`src/rtl/muldiv4_ctrl_if.sv`:
```
// Request/response/core bundle between a requester, the muldiv4 controller and its combinational core.
// No logic inside; it only groups the signals.
// The slave modport is the controller view, and the master modport is the requester/core view.
interface muldiv4_ctrl_if;
  logic       req_valid;
  logic       req_ready;
  logic [3:0] req_a;
  logic [3:0] req_b;
  logic       req_signed;
  logic       req_div;
  logic [3:0] core_a;
  logic [3:0] core_b;
  logic       core_signed;
  logic       core_div;
  logic [7:0] core_result;
  logic       core_ediv0;
  logic       core_eover;
  logic       rsp_valid;
  logic       rsp_ready;
  logic [7:0] rsp_data;
  logic       rsp_ediv0;
  logic       rsp_eover;
  logic       busy;
  logic       err_clr;
  logic [7:0] err_count;

  modport slave (
    input  req_valid, req_a, req_b, req_signed, req_div,
    output req_ready,
    output core_a, core_b, core_signed, core_div,
    input  core_result, core_ediv0, core_eover,
    output rsp_valid, rsp_data, rsp_ediv0, rsp_eover,
    input  rsp_ready,
    output busy, err_count,
    input  err_clr
  );

  modport master (
    output req_valid, req_a, req_b, req_signed, req_div,
    input  req_ready,
    input  core_a, core_b, core_signed, core_div,
    output core_result, core_ediv0, core_eover,
    input  rsp_valid, rsp_data, rsp_ediv0, rsp_eover,
    output rsp_ready,
    input  busy, err_count,
    output err_clr
  );
endinterface

```
`src/rtl/muldiv4_ctrl.sv`:
```
// Sequencer around a combinational 4-bit mul/div core: it latches operands, waits SETTLE cycles and captures the result.
// Latency: an accept on edge k gives rsp_valid after edge k+SETTLE. A new request can be accepted on the edge that retires a response.
// Backpressure: the response is held while rsp_ready=0, and req_ready stays low until the consumer takes the response.
module muldiv4_ctrl #(
  parameter int SETTLE = 1
) (
  input  logic          clk,
  input  logic          rst,
  muldiv4_ctrl_if.slave bus
);
  localparam logic [1:0] S_IDLE   = 2'd0;
  localparam logic [1:0] S_SETTLE = 2'd1;
  localparam logic [1:0] S_HOLD   = 2'd2;
  localparam logic [2:0] CNT_LOAD = 3'(SETTLE);

  logic [1:0] r_state;
  logic [2:0] r_cnt;
  logic [3:0] r_core_a;
  logic [3:0] r_core_b;
  logic       r_core_signed;
  logic       r_core_div;
  logic [7:0] r_rsp_data;
  logic       r_rsp_ediv0;
  logic       r_rsp_eover;
  logic [7:0] r_err_count;

  logic       w_req_ready;
  logic       w_accept;
  logic       w_capture;
  logic       w_cap_ediv0;
  logic       w_cap_eover;

  // Accept while idle, or while a held result is being taken. Reset keeps req_ready low.
  assign w_req_ready = !rst && ((r_state == S_IDLE) || ((r_state == S_HOLD) && bus.rsp_ready));
  assign w_accept    = bus.req_valid && w_req_ready;
  assign w_capture   = (r_state == S_SETTLE) && (r_cnt == 3'd1);
  // Core flags are meaningless for multiply, so they are masked before capture.
  assign w_cap_ediv0 = bus.core_ediv0 && r_core_div;
  assign w_cap_eover = bus.core_eover && r_core_div;

  // State and settle counter sequencing.
  always_ff @(posedge clk or posedge rst) begin
    if (rst) begin
      r_state <= S_IDLE;
      r_cnt   <= 3'd0;
    end else begin
      case (r_state)
        S_IDLE: begin
          if (w_accept) begin
            r_state <= S_SETTLE;
            r_cnt   <= CNT_LOAD;
          end
        end
        S_SETTLE: begin
          r_cnt <= r_cnt - 3'd1;
          if (r_cnt == 3'd1) begin
            r_state <= S_HOLD;
          end
        end
        S_HOLD: begin
          if (bus.rsp_ready) begin
            if (w_accept) begin
              r_state <= S_SETTLE;
              r_cnt   <= CNT_LOAD;
            end else begin
              r_state <= S_IDLE;
            end
          end
        end
        default: begin
          r_state <= S_IDLE;
          r_cnt   <= 3'd0;
        end
      endcase
    end
  end

  // Operands are held at the core from one accept until the next.
  always_ff @(posedge clk or posedge rst) begin
    if (rst) begin
      r_core_a      <= 4'd0;
      r_core_b      <= 4'd0;
      r_core_signed <= 1'b0;
      r_core_div    <= 1'b0;
    end else if (w_accept) begin
      r_core_a      <= bus.req_a;
      r_core_b      <= bus.req_b;
      r_core_signed <= bus.req_signed;
      r_core_div    <= bus.req_div;
    end
  end

  // The result is captured on the last settle edge and retained until the next capture.
  always_ff @(posedge clk or posedge rst) begin
    if (rst) begin
      r_rsp_data  <= 8'h00;
      r_rsp_ediv0 <= 1'b0;
      r_rsp_eover <= 1'b0;
    end else if (w_capture) begin
      r_rsp_data  <= bus.core_result;
      r_rsp_ediv0 <= w_cap_ediv0;
      r_rsp_eover <= w_cap_eover;
    end
  end

  // Saturating error counter. A clear wins over a same-edge increment.
  always_ff @(posedge clk or posedge rst) begin
    if (rst) begin
      r_err_count <= 8'd0;
    end else if (bus.err_clr) begin
      r_err_count <= 8'd0;
    end else if (w_capture && (w_cap_ediv0 || w_cap_eover) && (r_err_count != 8'hFF)) begin
      r_err_count <= r_err_count + 8'd1;
    end
  end

  assign bus.req_ready   = w_req_ready;
  assign bus.core_a      = r_core_a;
  assign bus.core_b      = r_core_b;
  assign bus.core_signed = r_core_signed;
  assign bus.core_div    = r_core_div;
  assign bus.rsp_valid   = (r_state == S_HOLD);
  assign bus.rsp_data    = r_rsp_data;
  assign bus.rsp_ediv0   = r_rsp_ediv0;
  assign bus.rsp_eover   = r_rsp_eover;
  assign bus.busy        = (r_state != S_IDLE);
  assign bus.err_count   = r_err_count;
endmodule

```
`src/flat_wrapper.sv`:
```
// flat-port wrapper written by rule: the top's interface ports become plain ports
module muldiv4_ctrl_flat 
#(
  parameter int SETTLE = 1
)
  (clk, rst, bus_req_valid, bus_req_a, bus_req_b, bus_req_signed, bus_req_div, bus_req_ready, bus_core_a, bus_core_b, bus_core_signed, bus_core_div, bus_core_result, bus_core_ediv0, bus_core_eover, bus_rsp_valid, bus_rsp_data, bus_rsp_ediv0, bus_rsp_eover, bus_rsp_ready, bus_busy, bus_err_count, bus_err_clr);
  muldiv4_ctrl_if bus_i ();
  input  logic clk;
  input  logic rst;
  input wire logic [$bits(bus_i.req_valid)-1:0] bus_req_valid;
  input wire logic [$bits(bus_i.req_a)-1:0] bus_req_a;
  input wire logic [$bits(bus_i.req_b)-1:0] bus_req_b;
  input wire logic [$bits(bus_i.req_signed)-1:0] bus_req_signed;
  input wire logic [$bits(bus_i.req_div)-1:0] bus_req_div;
  output wire logic [$bits(bus_i.req_ready)-1:0] bus_req_ready;
  output wire logic [$bits(bus_i.core_a)-1:0] bus_core_a;
  output wire logic [$bits(bus_i.core_b)-1:0] bus_core_b;
  output wire logic [$bits(bus_i.core_signed)-1:0] bus_core_signed;
  output wire logic [$bits(bus_i.core_div)-1:0] bus_core_div;
  input wire logic [$bits(bus_i.core_result)-1:0] bus_core_result;
  input wire logic [$bits(bus_i.core_ediv0)-1:0] bus_core_ediv0;
  input wire logic [$bits(bus_i.core_eover)-1:0] bus_core_eover;
  output wire logic [$bits(bus_i.rsp_valid)-1:0] bus_rsp_valid;
  output wire logic [$bits(bus_i.rsp_data)-1:0] bus_rsp_data;
  output wire logic [$bits(bus_i.rsp_ediv0)-1:0] bus_rsp_ediv0;
  output wire logic [$bits(bus_i.rsp_eover)-1:0] bus_rsp_eover;
  input wire logic [$bits(bus_i.rsp_ready)-1:0] bus_rsp_ready;
  output wire logic [$bits(bus_i.busy)-1:0] bus_busy;
  output wire logic [$bits(bus_i.err_count)-1:0] bus_err_count;
  input wire logic [$bits(bus_i.err_clr)-1:0] bus_err_clr;
  assign bus_i.req_valid = bus_req_valid;
  assign bus_i.req_a = bus_req_a;
  assign bus_i.req_b = bus_req_b;
  assign bus_i.req_signed = bus_req_signed;
  assign bus_i.req_div = bus_req_div;
  assign bus_req_ready = bus_i.req_ready;
  assign bus_core_a = bus_i.core_a;
  assign bus_core_b = bus_i.core_b;
  assign bus_core_signed = bus_i.core_signed;
  assign bus_core_div = bus_i.core_div;
  assign bus_i.core_result = bus_core_result;
  assign bus_i.core_ediv0 = bus_core_ediv0;
  assign bus_i.core_eover = bus_core_eover;
  assign bus_rsp_valid = bus_i.rsp_valid;
  assign bus_rsp_data = bus_i.rsp_data;
  assign bus_rsp_ediv0 = bus_i.rsp_ediv0;
  assign bus_rsp_eover = bus_i.rsp_eover;
  assign bus_i.rsp_ready = bus_rsp_ready;
  assign bus_busy = bus_i.busy;
  assign bus_err_count = bus_i.err_count;
  assign bus_i.err_clr = bus_err_clr;
  muldiv4_ctrl #(.SETTLE(SETTLE)) u_core (.clk(clk), .rst(rst), .bus(bus_i));
endmodule
```
`config.mk`:
```
export PLATFORM = sky130hd
export DESIGN_NAME = muldiv4_ctrl_flat
export DESIGN_NICKNAME = d
export VERILOG_FILES = /design/src/rtl/muldiv4_ctrl_if.sv /design/src/rtl/muldiv4_ctrl.sv /design/src/flat_wrapper.sv
export SDC_FILE = /design/constraint.sdc
export NUM_CORES = 1
export LEC_CHECK = 0
export ABC_AREA = 0
export BUFFER_PORTS_ARGS = -buffer_cell sky130_fd_sc_hd__buf_2
export CAP_MARGIN = 30
export CORE_UTILIZATION = 45
export CTS_CLUSTER_DIAMETER = 60
export DETAILED_ROUTE_END_ITERATION = 16
export PLACE_DENSITY = 0.8
export REMOVE_ABC_BUFFERS = 1
export SLEW_MARGIN = 0
export SYNTH_ARGS = -nofsm -noshare
export SYNTH_HDL_FRONTEND = slang
export SYNTH_SLANG_ARGS = --single-unit
```
`constraint.sdc`:
```
create_clock -name clk -period 2.2 [get_ports clk]
set_input_delay 0.22 -clock clk [delete_from_list [all_inputs] [get_ports clk]]
set_output_delay 0.22 -clock clk [all_outputs]
set_load 0.02 [all_outputs]
```
==> out/summary.json <==
{
  "area_growth_syn_to_layout_pct": 27.9,
  "grt_start_max_net_pins": 25,
  "final.hold.worst_slack_ns": 0.0710,
  "drtAntennaViolNets": 0,
  "path_depth_of_the_worst_reg2reg_path": 6,
  "maxSlewViolCount": 0,
  "timing.critical_path.cells": "inv_1 -> ha_1 -> and4bb_1 -> o2111ai_2 -> or3_1 -> a21oi_1",
  "post-route-period-util": 0.824,
  "synth-edff-count": 0,
  "coreArea_mm2": 0.00310,
  "synth_area_mm2": 0.00149,
  "post-route-util": 0.615,
  "drcViolationCount": 0,
  "setup_total_negative_slack_ns": 0,
  "clock-skew-final_ns": 0.0123,
  "root_buffer": "clkbuf_4",
  "detail_route.wl_per_cell_um": 13.7,
  "ys_warn_count": 0,
  "status": "complete, no violations",
  "postSynthAreaPerCell_um2": 10.9,
  "grt_pass1_vias": 1259,
  "worstSetupStartpointType": "register",
  "met2_wirelength_mm": 1.73,
  "ctsHtreeMaxLevel": 2,
  "dpl.hpwl_mm": 2.51,
  "die_area_mm2": 0.00355,
  "layout.nets": 225,
  "met1_length_mm": 1.33,
  "detailroute.via_count": 1233,
  "crit-reg2reg-capture": "u_core.bus.err_count[5]",
  "layout.filler_cells": 285,
  "synth_sequential_area_ratio": 0.554,
  "timing.setup.critical_path_class": "register to register",
  "worst-r2r-setup-slack_ns": 0.39,
  "power.density_mw_per_mm2": 1310,
  "cts.repair.resized": 0,
  "critPathCaptureType": "register",
  "wirelength_mm": 3.30,
  "clk_transition_reported_paths_ns": 0.11,
  "cts_tree": "built",
  "tritoncts_buffer_count": 5,
  "slew_headroom": 0.708,
  "cts_max_path_buffers": 2,
  "cp.arrival_ns": 2.07,
  "number_of_ports_placed_on_the_die_boundary": 56,
  "io_buffer_count": 55,
  "reg2reg_start": "u_core.r_cnt[1]",
  "leakage_nw": 0.996,
  "setup.worst_path.end": "u_core.bus.err_count[5]",
  "crit_path_max_incr_delay_ns": 0.37,
  "critPathRequiredTime_ns": 2.45,
  "detailedRoute.firstPassIterationCount": 4,
  "period_minus_slack_ns": 1.81,
  "detailedRoute.firstIterationViolations": 45,
  "post-route-cell-area_mm2": 0.00191,
  "max_cap_violations": 0,
  "setup-violations-final": 0,
  "power.share.sequential": 0.397,
  "synth_ff_type": "dfrtp_1",
  "fmax_mhz": 551,
  "netlist_instances": 137,
  "power.net_switching_uw": 979,
  "yosysUniqueCellTypes": 38,
  "max_slew.worst_pin.slew_ns": 0.438,
  "share_comb_of_total_power": 0.413,
  "synth.ff_latch_count": 33,
  "postSynth.asyncResetShare": 1.00,
  "placement_rows": 20,
  "vdd_drop_max_uv": 683,
  "place_area_mm2": 0.00181,
  "topRoutingLayerUsed": "met4",
  "gr-usage-all-layers": 0.209,
  "holdPathStages": 3,
  "worst_skew_pair.late_latency_ns": 0.33,
  "insertedDiodeCount": 0,
  "route.detailed.vias_per_inst": 5.10,
  "power_report.internal_total_mw": 1.51,
  "gr-total-overflow": 0,
  "detailroute.wirelength.met3_um": 172,
  "rsz0062_at_grt": "false",
  "grt_first_pass_wirelength_mm": 5.43,
  "initial_standard_cell_utilization_of_the_core": 0.481,
  "sw_frac_of_total": 0.393,
  "antenna_violations_before_repair": 0,
  "critPathSlowestCell": "dfrtp_1",
  "critPathLaunch": "u_core.r_cnt[1]",
  "worstPathMaxFanout": 6,
  "hold_viol_final": 0,
  "p_clk_frac": 0.189,
  "layout-drive-gt1-share": 0.404,
  "die_height_um": 59.6,
  "sinks_on_the_clock_net": 33,
  "min_path_type": "primary input to register",
  "finalWeightedCongestion": 0.793,
  "fp.dieW_um": 59.6
}
==> power groups by stage <==
stage          clock, mW  sequential [mW]  combinational (mW)
3_5_place_dp           0             1.00                1.04
4_1_cts            0.483            0.990                1.04
2_1_floorplan          0             1.21               0.452
3_3_place_gp           0            0.983               0.984
5_1_grt            0.509             1.02                1.13
6_report           0.472            0.990                1.03
==> worst min path at each step <==
stage                        from  slack (ns)                       to
2_1_floorplan         bus_err_clr        0.28  u_core.bus.err_count[5]
3_3_place_gp                  rst        0.23     u_core.bus.core_b[0]
3_5_place_dp                  rst        0.25     u_core.bus.core_b[2]
4_1_cts        bus_core_result[5]        0.07   u_core.bus.rsp_data[5]
5_1_grt        bus_core_result[0]        0.07   u_core.bus.rsp_data[0]
6_report       bus_core_result[5]        0.07   u_core.bus.rsp_data[5]
==> state kept, by name, summed over array words and instances (netlist names) <==
register                flops
u_core.bus.rsp_data         8
u_core.bus.core_a           4
u_core.bus.core_div         1
u_core.bus.rsp_ediv0        1
u_core.bus.rsp_eover        1
u_core.bus.core_signed      1
u_core.bus.core_b           4
u_core.r_state              2
u_core.r_cnt                3
u_core.bus.err_count        8
==> critical path: cells and delay by family (launching register included) <==
family	cells	cell delay, ns
buf+inv	1	0.08
fa+ha+maj	1	0.18
compound gates	2	0.39
simple gates	2	0.72
flops	1	0.37
==> through the flow <==
step | power (mW) | std cells | setup slack, ns
final | 2.49 | 242 | 0.386
after global routing | 2.66 | 242 | 0.265
after CTS | 2.52 | 242 | 0.398
after detailed placement | 2.05 | 233 | 0.424
after global placement | 1.97 | 233 | 0.536
after floorplan | 1.66 | 131 | 0.391
==> cell usage after synthesis, types with 2 or more instances <==
cell type / number / area (um^2)
dfrtp_1: 33 / 826
nand2_1: 31 / 116
mux2_2: 10 / 113
nor2_1: 7 / 26.3
inv_1: 5 / 18.8
nand3_1: 4 / 20.0
a21oi_1: 3 / 15.0
ha_1: 3 / 37.5
xor2_1: 3 / 26.3
and3_1: 2 / 12.5
buf_4: 2 / 15.0
clkbuf_1: 2 / 7.51
nand2b_1: 2 / 12.5
nor2b_1: 2 / 12.5
o2111ai_1: 2 / 17.5
o21ai_0: 2 / 10.0
or3_1: 2 / 12.5
xnor2_1: 2 / 17.5
==> kinds of logic after synthesis <==
| group | synth area share |
|---|---|
| compound gates | 0.105 |
| xor+xnor | 0.0294 |
| flops | 0.554 |
| simple gates | 0.169 |
| fa+ha+maj | 0.0252 |
| mux | 0.0822 |
| buf+inv | 0.0361 |
==> final cells by class <==
type,count,area [um^2],area share
flip-flops and latches,33,826,0.433
multi-input cells,92,612,0.321
repair buffers,59,308,0.161
clock buffers,7,55.1,0.0289
well taps,44,55.1,0.0289
clock inverters,1,30.0,0.0157
inverters,6,22.5,0.0118
==> metal layers <==
metal  track usage  vias to the layer above
met5             0                        -
met4         0.106                        0
met3        0.0546                        8
met2         0.371                       46
met1         0.230                      594
li1              -                      585
==> layout by cell type (no fill, tap or decap), drive strengths merged, types with 3 or more instances in the layout <==
| master | instances |
|---|---|
| nor2 | 7 |
| ha | 3 |
| inv | 6 |
| o2111ai | 3 |
| a21oi | 3 |
| xor2 | 3 |
| nand2 | 32 |
| dfrtp | 33 |
| clkbuf | 7 |
| buf | 58 |
| nand3 | 4 |
| mux2 | 10 |
==> what timing repair did <==
action | 4_1_cts | 5_1_grt
endpoints found under the setup margin | 0 | 0
endpoints found under the hold margin | 9 | 0
buffers inserted | 0 | 0
hold buffers | 1 | 0
(Power assumes the default switching activity.)
